**src/rtl/rn_alloc_ctrl_pkg.sv**
```systemverilog
// Shared types and helpers for the rename-stage allocation controller.
package rn_alloc_ctrl_pkg;

    localparam int PREG_NUM_DEF       = 64;
    localparam int AREG_NUM_DEF       = 32;
    localparam int RECOVER_CYCLES_DEF = 2;
    localparam int PREG_IDX_WIDTH     = $clog2(PREG_NUM_DEF);
    localparam int CNT_W_DEF          = $clog2(PREG_NUM_DEF + 1);

    typedef enum logic {
        RN_RUN,
        RN_RECOVER
    } rn_ctrl_state_e;

    function automatic logic [1:0] pop2(input logic [1:0] v);
        return {1'b0, v[0]} + {1'b0, v[1]};
    endfunction

endpackage

```
**src/rtl/rn_alloc_ctrl_if.sv**
```systemverilog
// Rename-control handshake bundle; stats ports exist only with RN_ALLOC_CTRL_STATS_EN.
interface rn_alloc_ctrl_if #(
    parameter int CNT_W = 7
);
    logic [1:0]       inst_valid;
    logic [1:0]       need_preg;
    logic [1:0]       rob_space;
    logic             dp_stall;
    logic             rollback_en;
    logic [1:0]       retire_free;
    logic [1:0]       alloc_en;
    logic             rn_stall;
    logic [CNT_W-1:0] free_cnt;
    logic             fl_low;
    logic             recovering;
    logic             cnt_err;
`ifdef RN_ALLOC_CTRL_STATS_EN
    logic [31:0]      stall_cycles;
    logic [31:0]      preg_stall_cycles;

    modport master (
        output inst_valid, need_preg, rob_space, dp_stall, rollback_en, retire_free,
        input  alloc_en, rn_stall, free_cnt, fl_low, recovering, cnt_err,
        input  stall_cycles, preg_stall_cycles
    );
    modport slave (
        input  inst_valid, need_preg, rob_space, dp_stall, rollback_en, retire_free,
        output alloc_en, rn_stall, free_cnt, fl_low, recovering, cnt_err,
        output stall_cycles, preg_stall_cycles
    );
`else
    modport master (
        output inst_valid, need_preg, rob_space, dp_stall, rollback_en, retire_free,
        input  alloc_en, rn_stall, free_cnt, fl_low, recovering, cnt_err
    );
    modport slave (
        input  inst_valid, need_preg, rob_space, dp_stall, rollback_en, retire_free,
        output alloc_en, rn_stall, free_cnt, fl_low, recovering, cnt_err
    );
`endif
endinterface

```
**src/rtl/rn_alloc_ctrl_free_counter.sv**
```systemverilog
// rn_free_counter: saturating free-register counter with rollback reload and sticky error.
module rn_free_counter #(
    parameter int CNT_W   = 7,
    parameter int MAX_CNT = 32
) (
    input  logic             clock,
    input  logic             reset,
    input  logic             reload,
    input  logic [1:0]       dec_n,
    input  logic [1:0]       inc_n,
    output logic [CNT_W-1:0] cnt,
    output logic             err
);
    localparam logic [CNT_W-1:0] MAX_V = CNT_W'(MAX_CNT);

    logic signed [CNT_W:0] sum;
    logic [CNT_W-1:0]      cnt_next;
    logic                  err_next;

    // One extra signed bit lets both underflow and overflow be seen before clamping.
    always_comb begin
        sum      = $signed({1'b0, cnt})
                 - $signed({{(CNT_W-1){1'b0}}, dec_n})
                 + $signed({{(CNT_W-1){1'b0}}, inc_n});
        cnt_next = sum[CNT_W-1:0];
        err_next = err;
        if (reload) begin
            cnt_next = MAX_V;
        end else if (sum < 0) begin
            cnt_next = '0;
            err_next = 1'b1;
        end else if (sum > $signed({1'b0, MAX_V})) begin
            cnt_next = MAX_V;
            err_next = 1'b1;
        end
    end

    always_ff @(posedge clock or posedge reset) begin
        if (reset) begin
            cnt <= MAX_V;
            err <= 1'b0;
        end else begin
            cnt <= cnt_next;
            err <= err_next;
        end
    end

endmodule

```
**src/rtl/rn_alloc_ctrl.sv**
```systemverilog
// Rename allocation controller: stall/grant decision, recovery FSM and free count.
// Optional statistics counters are enabled with RN_ALLOC_CTRL_STATS_EN.
module rn_alloc_ctrl
    import rn_alloc_ctrl_pkg::*;
#(
    parameter int PREG_NUM       = PREG_NUM_DEF,
    parameter int AREG_NUM       = AREG_NUM_DEF,
    parameter int RECOVER_CYCLES = RECOVER_CYCLES_DEF,
    parameter int CNT_W          = $clog2(PREG_NUM + 1)
) (
    input logic            clock,
    input logic            reset,
    rn_alloc_ctrl_if.slave bus
);
    rn_ctrl_state_e state, state_next;
    logic [3:0]     rcnt, rcnt_next;
    logic [1:0]     npreg;
    logic [1:0]     ninst;
    logic           preg_short;
    logic           rob_short;

    always_ff @(posedge clock or posedge reset) begin
        if (reset) begin
            state <= RN_RUN;
            rcnt  <= '0;
        end else begin
            state <= state_next;
            rcnt  <= rcnt_next;
        end
    end

    // A rollback always (re)starts recovery, even when already recovering.
    always_comb begin
        state_next = state;
        rcnt_next  = rcnt;
        if (bus.rollback_en) begin
            state_next = RN_RECOVER;
            rcnt_next  = 4'(RECOVER_CYCLES);
        end else if (state == RN_RECOVER) begin
            rcnt_next = rcnt - 4'd1;
            if (rcnt <= 4'd1) begin
                state_next = RN_RUN;
                rcnt_next  = '0;
            end
        end
    end

    always_comb begin
        npreg          = pop2(bus.inst_valid & bus.need_preg);
        ninst          = pop2(bus.inst_valid);
        preg_short     = bus.free_cnt < {{(CNT_W-2){1'b0}}, npreg};
        rob_short      = bus.rob_space < ninst;
        bus.recovering = (state == RN_RECOVER);
        bus.rn_stall   = bus.recovering | bus.rollback_en | bus.dp_stall | preg_short | rob_short;
        bus.alloc_en   = bus.rn_stall ? 2'b00 : (bus.inst_valid & bus.need_preg);
        bus.fl_low     = bus.free_cnt < CNT_W'(2);
    end

    rn_free_counter #(
        .CNT_W   (CNT_W),
        .MAX_CNT (PREG_NUM - AREG_NUM)
    ) u_free_counter (
        .clock  (clock),
        .reset  (reset),
        .reload (bus.rollback_en),
        .dec_n  (pop2(bus.alloc_en)),
        .inc_n  (pop2(bus.retire_free)),
        .cnt    (bus.free_cnt),
        .err    (bus.cnt_err)
    );

`ifdef RN_ALLOC_CTRL_STATS_EN
    always_ff @(posedge clock or posedge reset) begin
        if (reset) begin
            bus.stall_cycles      <= '0;
            bus.preg_stall_cycles <= '0;
        end else begin
            if (bus.rn_stall && (bus.inst_valid != 2'b00) && (bus.stall_cycles != '1))
                bus.stall_cycles <= bus.stall_cycles + 32'd1;
            if (preg_short && (bus.preg_stall_cycles != '1))
                bus.preg_stall_cycles <= bus.preg_stall_cycles + 32'd1;
        end
    end
`endif

endmodule

```
**src/flat_wrapper.sv**
```systemverilog
// flat-port wrapper written by rule: the top's interface ports become plain ports
module rn_alloc_ctrl_flat import rn_alloc_ctrl_pkg::*;
#(
    parameter int PREG_NUM       = PREG_NUM_DEF,
    parameter int AREG_NUM       = AREG_NUM_DEF,
    parameter int RECOVER_CYCLES = RECOVER_CYCLES_DEF,
    parameter int CNT_W          = $clog2(PREG_NUM + 1)
)
  (clock, reset, bus_inst_valid, bus_need_preg, bus_rob_space, bus_dp_stall, bus_rollback_en, bus_retire_free, bus_alloc_en, bus_rn_stall, bus_free_cnt, bus_fl_low, bus_recovering, bus_cnt_err);
  rn_alloc_ctrl_if #(.CNT_W(CNT_W)) bus_i ();
  input logic clock;
  input logic reset;
  input wire logic [$bits(bus_i.inst_valid)-1:0] bus_inst_valid;
  input wire logic [$bits(bus_i.need_preg)-1:0] bus_need_preg;
  input wire logic [$bits(bus_i.rob_space)-1:0] bus_rob_space;
  input wire logic [$bits(bus_i.dp_stall)-1:0] bus_dp_stall;
  input wire logic [$bits(bus_i.rollback_en)-1:0] bus_rollback_en;
  input wire logic [$bits(bus_i.retire_free)-1:0] bus_retire_free;
  output wire logic [$bits(bus_i.alloc_en)-1:0] bus_alloc_en;
  output wire logic [$bits(bus_i.rn_stall)-1:0] bus_rn_stall;
  output wire logic [$bits(bus_i.free_cnt)-1:0] bus_free_cnt;
  output wire logic [$bits(bus_i.fl_low)-1:0] bus_fl_low;
  output wire logic [$bits(bus_i.recovering)-1:0] bus_recovering;
  output wire logic [$bits(bus_i.cnt_err)-1:0] bus_cnt_err;
  assign bus_i.inst_valid = bus_inst_valid;
  assign bus_i.need_preg = bus_need_preg;
  assign bus_i.rob_space = bus_rob_space;
  assign bus_i.dp_stall = bus_dp_stall;
  assign bus_i.rollback_en = bus_rollback_en;
  assign bus_i.retire_free = bus_retire_free;
  assign bus_alloc_en = bus_i.alloc_en;
  assign bus_rn_stall = bus_i.rn_stall;
  assign bus_free_cnt = bus_i.free_cnt;
  assign bus_fl_low = bus_i.fl_low;
  assign bus_recovering = bus_i.recovering;
  assign bus_cnt_err = bus_i.cnt_err;
  rn_alloc_ctrl #(.PREG_NUM(PREG_NUM), .AREG_NUM(AREG_NUM), .RECOVER_CYCLES(RECOVER_CYCLES), .CNT_W(CNT_W)) u_core (.clock(clock), .reset(reset), .bus(bus_i));
endmodule
```
**config.mk**
```make
export PLATFORM = sky130hd
export DESIGN_NAME = rn_alloc_ctrl_flat
export DESIGN_NICKNAME = d
export VERILOG_FILES = /design/src/rtl/rn_alloc_ctrl_pkg.sv /design/src/rtl/rn_alloc_ctrl_if.sv /design/src/rtl/rn_alloc_ctrl_free_counter.sv /design/src/rtl/rn_alloc_ctrl.sv /design/src/flat_wrapper.sv
export SDC_FILE = /design/constraint.sdc
export NUM_CORES = 1
export LEC_CHECK = 0
export BUFFER_PORTS_ARGS = -buffer_cell sky130_fd_sc_hd__buf_4
export CAP_MARGIN = 10
export CORE_MARGIN = 2
export CORE_UTILIZATION = 39
export CTS_CLUSTER_SIZE = 8
export DETAILED_ROUTE_END_ITERATION = 10
export PLACE_DENSITY = 0.59
export SLEW_MARGIN = 0
export SYNTH_ARGS = -nofsm -noshare
export SYNTH_HDL_FRONTEND = slang
export SYNTH_SLANG_ARGS = --single-unit
```
**constraint.sdc**
```tcl
create_clock -name clock -period 4.7 [get_ports clock]
set_input_delay 0.94 -clock clock [delete_from_list [all_inputs] [get_ports clock]]
set_output_delay 0.94 -clock clock [all_outputs]
set_load 0.01 [all_outputs]
```
# Word level (Yosys, flattened, before mapping)
# Cells that the tools add are included.
dict set report word_totals {
  reg_bits 13
  input_bits 12
  output_inout_bits 13
  word_cells 38
}
dict set report op_classes {
  addsub 7
  magnitude_cmp 6
  n_mux 12
  bitwise 6
  n_reduce_logical 3
}
# cell n
set op_table {}
lappend op_table {{$mux 7} 3}
lappend op_table {{$mux 4} 3}
lappend op_table {{$add 1x1->2} 4}
lappend op_table {{$add 8x3->8} 1}
lappend op_table {{$gt 8x7->1 const B} 1}
lappend op_table {{$lt 8x1->1 const B} 1}
lappend op_table {{$sub 7x2->8} 1}
lappend op_table {{$lt 7x2->1} 1}
lappend op_table {{$lt 7x2->1 const B} 1}
lappend op_table {{$mux 1} 5}
lappend op_table {{$le 4x1->1 const B} 1}
lappend op_table {{$or 1x1->1} 4}
lappend op_table {{$reduce_bool 2->1} 2}
lappend op_table {{$sub 4x1->4 const B} 1}
lappend op_table {{$and 2x2->2} 1}
lappend op_table {{$lt 2x2->1} 1}
lappend op_table {{$mux 2} 1}
lappend op_table {{$reduce_and 2->1} 1}
lappend op_table {{$not 1->1} 1}

# Longest topological paths before layout
dict set report depth {
  word_depth 13
  depth_mapped 18
}

# Hierarchy
# A second synthesis with hierarchy kept.
dict set report hier_totals {
  cells_unflattened 129
  area_unflattened_um2 1167.4
}
# mod n_inst cells_each area_per_inst_um2 seq_area_each_um2
set by_module_without_submodules {}
lappend by_module_without_submodules {rn_free_counter 1 82 728.2 201.4}
lappend by_module_without_submodules {rn_alloc_ctrl 1 47 439.2 125.1}

# Worst setup path before layout
# Ideal clock, no wire load.
dict set report synth_path {
  kind {input-to-reg}
  startpoint {in bus_inst_valid[0]}
  endpoint {reg u_core.u_free_counter.err}
  arrival_ps 4734
  t_required_ps 4574
  slack_ps -160
  stages 18
  n_path_buf 0
  path_cell_list {and2_1 > ha_1 > inv_1 > ha_1 > a211o_1 > a21oi_1 > nor3_1 > nand2_1 > fa_1 > inv_1 > fa_1 > nand2b_1 > fa_1 > nand2b_1 > a21oi_1 > xor2_1 > a311oi_1 > o32a_1}
}
dict set report synth_between {
  elab_chain_len 12
}
# element line
set synth_rtl {}
lappend synth_rtl {{from (decl)} flat_wrapper.sv:13} ;# input wire logic [$bits(bus_i.inst_valid)-1:0] bus_inst_valid;
lappend synth_rtl {{$and 2x2->2} {rn_alloc_ctrl.sv:49, rn_alloc_ctrl.sv:55}}
lappend synth_rtl {{$add 1x1->2} rn_alloc_ctrl_pkg.sv:16} ;# return {1'b0, v[0]} + {1'b0, v[1]};
lappend synth_rtl {{$lt 7x2->1} rn_alloc_ctrl.sv:51} ;# preg_short = bus.free_cnt < {{(CNT_W-2){1'b0}}, npreg};
lappend synth_rtl {{$or 1x1->1 (2 in a row)} rn_alloc_ctrl.sv:54} ;# bus.rn_stall = bus.recovering | bus.rollback_en | bus.dp_stall | preg_short | rob_short;
lappend synth_rtl {{$mux 2 *} rn_alloc_ctrl.sv:55} ;# bus.alloc_en = bus.rn_stall ? 2'b00 : (bus.inst_valid & bus.need_preg);
lappend synth_rtl {{$add 1x1->2 *} rn_alloc_ctrl_pkg.sv:16}
lappend synth_rtl {{$sub 7x2->8 *} rn_alloc_ctrl_free_counter.sv:23} ;# - $signed({{(CNT_W-1){1'b0}}, dec_n})
lappend synth_rtl {{$add 8x3->8 *} rn_alloc_ctrl_free_counter.sv:24} ;# + $signed({{(CNT_W-1){1'b0}}, inc_n});
lappend synth_rtl {{$lt 8x1->1 / $gt 8x7->1 (equally long branches)} {rn_alloc_ctrl_free_counter.sv:29, rn_alloc_ctrl_free_counter.sv:32}}
lappend synth_rtl {{$reduce_bool 2->1 (no source line)} -}
lappend synth_rtl {{$reduce_and 2->1 (no source line)} -}
lappend synth_rtl {{to (signal assigned)} rn_alloc_ctrl_free_counter.sv:44} ;# err <= err_next;
lappend synth_rtl {{to (decl)} rn_alloc_ctrl_free_counter.sv:12} ;# output logic err
# Every way passes the cells marked *; elsewhere a longest branch is shown, timed or not.
# A chain may end at the register's enable or synchronous reset.

# Final worst setup path
dict set report layout_path {
  startpoint {in bus_need_preg[1]}
  endpoint {reg u_core.u_free_counter.cnt[4]}
}
dict set report layout_between {
  elab_chain_len 13
}
# element line
set layout_rtl {}
lappend layout_rtl {{from (decl)} flat_wrapper.sv:14} ;# input wire logic [$bits(bus_i.need_preg)-1:0] bus_need_preg;
lappend layout_rtl {{$and 2x2->2 *} {rn_alloc_ctrl.sv:49, rn_alloc_ctrl.sv:55}}
lappend layout_rtl {{$add 1x1->2} rn_alloc_ctrl_pkg.sv:16}
lappend layout_rtl {{$lt 7x2->1} rn_alloc_ctrl.sv:51}
lappend layout_rtl {{$or 1x1->1 (2 in a row)} rn_alloc_ctrl.sv:54}
lappend layout_rtl {{$mux 2 *} rn_alloc_ctrl.sv:55}
lappend layout_rtl {{$add 1x1->2 *} rn_alloc_ctrl_pkg.sv:16}
lappend layout_rtl {{$sub 7x2->8 *} rn_alloc_ctrl_free_counter.sv:23}
lappend layout_rtl {{$add 8x3->8 *} rn_alloc_ctrl_free_counter.sv:24}
lappend layout_rtl {{$gt 8x7->1} rn_alloc_ctrl_free_counter.sv:32} ;# end else if (sum > $signed({1'b0, MAX_V})) begin
lappend layout_rtl {{$mux 7} rn_alloc_ctrl_free_counter.sv:32}
lappend layout_rtl {{$mux 7 *} rn_alloc_ctrl_free_counter.sv:29} ;# end else if (sum < 0) begin
lappend layout_rtl {{$mux 7 *} rn_alloc_ctrl_free_counter.sv:27} ;# if (reload) begin
lappend layout_rtl {{named net u_core.u_free_counter.cnt_next[4]} rn_alloc_ctrl_free_counter.sv:17} ;# logic [CNT_W-1:0] cnt_next;
lappend layout_rtl {{to (signal assigned)} rn_alloc_ctrl_free_counter.sv:43} ;# cnt <= cnt_next;
lappend layout_rtl {{to (decl)} rn_alloc_ctrl_free_counter.sv:11} ;# output logic [CNT_W-1:0] cnt,
# Mark *: on every way through the listed nets, which the timed path passes. The rest lies on a longest branch.

==> impl_metrics.ini <==
[status]
status = finished with violations
failed_checks = design-rule violations

[worst_setup_path]
rrSetupSlack_ns = 0.58
crit_fanout = 5
r2r_start = u_core.u_free_counter.cnt[5]
critPathCapture = u_core.u_free_counter.cnt[4]
startpoint_type = input pin
end_kind = flop
crit_required_ns = 4.88
critPathArrivalTime_ns = 4.86
r2r-end = u_core.u_free_counter.cnt[4]
critPathKind = in -> reg
startpoint = bus_need_preg[1]
reg2reg_depth = 16

[synth]
syn_inst = 133
syn_nets = 165
synth_flop_cell = dfrtp_1
yosys-top-cells-count = inv_1 (21), ha_1 (17), dfrtp_1 (12)
synth_enable_flop_cells = 0
synth_top_area_share = 0.257
synth_top_cell_by_area = dfrtp_1
synth_cell_types = 37
syn_avg_cell_area_um2 = 8.78
syn-cell-area_um2 = 1170
async_flop_share = 1.00
yosys_warnings = 0
yosysSeqAreaShare = 0.280
ys_ff_latch = 13
synth.most_common_cell = inv_1
synth_area_leaders = dfrtp_1 (26%), ha_1 (18%), inv_1 (6.8%)

[timing]
hold_viol = 0
timing.final.crit_period_ns = 4.68
fin_ws_ns = 0.0170
grt_setup_unrepaired = true
hold_slack_ns = 0.550
clock.fmax_ghz = 0.214
skew_ns = 0.00308
setup_viol = 0
period_share = 0.996
finalMaxSlewViolations = 0

[floorplanning]
die_h_um = 58.7
boundaryPins = 25
die_w_um = 58.7
die-area_um2 = 3450
rows = 19
initial_core_util = 0.416
core_um2 = 2810

[power_and_ir_drop]
power_density_nw_per_um2 = 246
vdd_ir_drop_max_uv = 245
p_leak_nw = 0.789
intPower_mw = 0.261
switchingPower_mw = 0.150
swShare = 0.365
p_clk_frac = 0.156
p_seq_frac = 0.368
combPwrFrac = 0.477

[clock_tree]
cts_buffers = 3
cts.clk_slew.worst_paths_ns = 0.07
htreeDepth = 1
root_buffer = clkbuf_4
cts_tree = done
clkSinkCount = 13
clock_path_buffers = 2
clk_latency_ns = 0.27
cts_hold_buf = 0

[place]
routabilityCongestion = 0.807
post-place-ws_ns = -0.321
hpwl_um = 2060
portBuffers = 24

[detailed_routing]
drc = 3
drtIter0Drc = 42
vias_per_cell = 5.15
wl_um = 2610
wl_per_cell_um = 12.7
first_pass_iters = 9
ant_nets = 0
vias = 1056

[grt]
grt_antenna_before_repair = 0
use_met2 = 0.278
grt_pass1_wl_um = 4330
met1_usage = 0.215
globalRouteOverflowTotal = 0
met3_usage = 0.0418
grt_busiest_layer = met2
grt_usage = 0.161
grt_max_degree = 14
grt_pass1_vias = 1051

[finish]
drive_gt1_frac = 0.362
area_growth_pct = 42.8
nets = 207
n_antenna_cell = 0

[hold_path]
hp-class = reg -> reg

[job]
max_cap_viol_count = 0
## state kept, by name, indices dropped and copies added (netlist names)
name                       cells
u_core.u_free_counter.err      1
u_core.rcnt                    4
u_core.u_free_counter.cnt      7
u_core.bus.recovering          1
## layout by cell type (no fill, tap or decap), types with 2 or more instances in the layout
master,count
nand2b_1,6
nand4b_1,2
nor3_2,5
clkbuf_4,3
buf_4,33
nor4_1,2
inv_1,19
dfrtp_1,12
and2_4,2
nand2b_4,2
ha_4,2
nand2_1,10
xor2_1,2
o31ai_1,2
buf_6,4
and2_1,2
ha_1,15
a21oi_1,6
xnor2_1,2
o21a_1,3
fa_1,2
nor2_1,8
## power by group through the flow
stage          Clock [mW]  Sequential, mW  Combinational [mW]
2_1_floorplan           0           0.150               0.118
6_report           0.0640           0.151               0.196
5_1_grt            0.0762           0.154               0.219
4_1_cts            0.0672           0.150               0.174
3_5_place_dp            0           0.152               0.171
3_3_place_gp            0           0.150               0.170
## logic make-up (layout without fill, tap and decap cells)
logic type,Yosys count,in the layout,share of synthesized area
AOI/OAI and AO/OA,21,21,0.125
xor gates and xnor gates,5,5,0.0375
adders and majority gates,20,20,0.234
buffers and inverters,21,62,0.0675
DFF,13,13,0.280
muxes,1,1,0.00965
other,1,1,0.00321
and+or+nand+nor,51,51,0.243
## per-layer routing
layer | vias to the layer above | part of all wire
met5 | - | 0
li1 | 534 | -
met1 | 494 | 0.43
met2 | 28 | 0.50
met4 | 0 | 0
met3 | 0 | 0.068
## area by class of cell
cell class	instances	area, µm²
multi-input cells	99	901
inverters	21	81.3
fillers	262	1140
repair buffers	37	293
flip-flops and latches	13	327
well taps	31	38.8
clock buffers	4	26.3
## stage by stage
stage	setup TNS (ns)	total power [mW]	instances	area [µm²]	util
floorplan	0	0.268	133	1190	-
global placement	-1.47	0.320	199	1490	0.531
detailed placement	-1.82	0.323	199	1490	0.531
CTS	-0.0974	0.391	203	1520	0.542
global route	-0.704	0.450	205	1670	0.594
finish	0	0.410	205	1670	0.594
## worst min-delay path by stage
stage                                    startpoint                        end  depth (start not counted)
final                     u_core.u_free_counter.err  u_core.u_free_counter.err                          1
after global routing      u_core.u_free_counter.err  u_core.u_free_counter.err                          1
after CTS                 u_core.u_free_counter.err  u_core.u_free_counter.err                          1
after detailed placement  u_core.u_free_counter.err  u_core.u_free_counter.err                          1
after global placement    u_core.u_free_counter.err  u_core.u_free_counter.err                          1
after floorplan                      u_core.rcnt[2]             u_core.rcnt[2]                          2
## repair_timing
action	4_1_cts	5_1_grt
endpoints found under the setup margin	3	7
setup buffers	0	2
resized for setup	1	25
pin swaps	1	18
## worst max-delay path: stages
cell and delay, ns:
buf_6 0.09, and2_4 0.16, ha_4 0.16, inv_4 0.05, ha_4 0.19, a211o_1 0.30
a21oi_2 0.18, nor3_4 0.07, nand2_1 0.09, fa_1 0.45, inv_2 0.07, fa_1 0.43
nand2b_4 0.16, fa_2 0.39, nand2b_4 0.16, a2111o_1 0.45, o311ai_4 0.11, nand4_4 0.20
nor3_2 0.22
(Power assumes the default switching activity.)
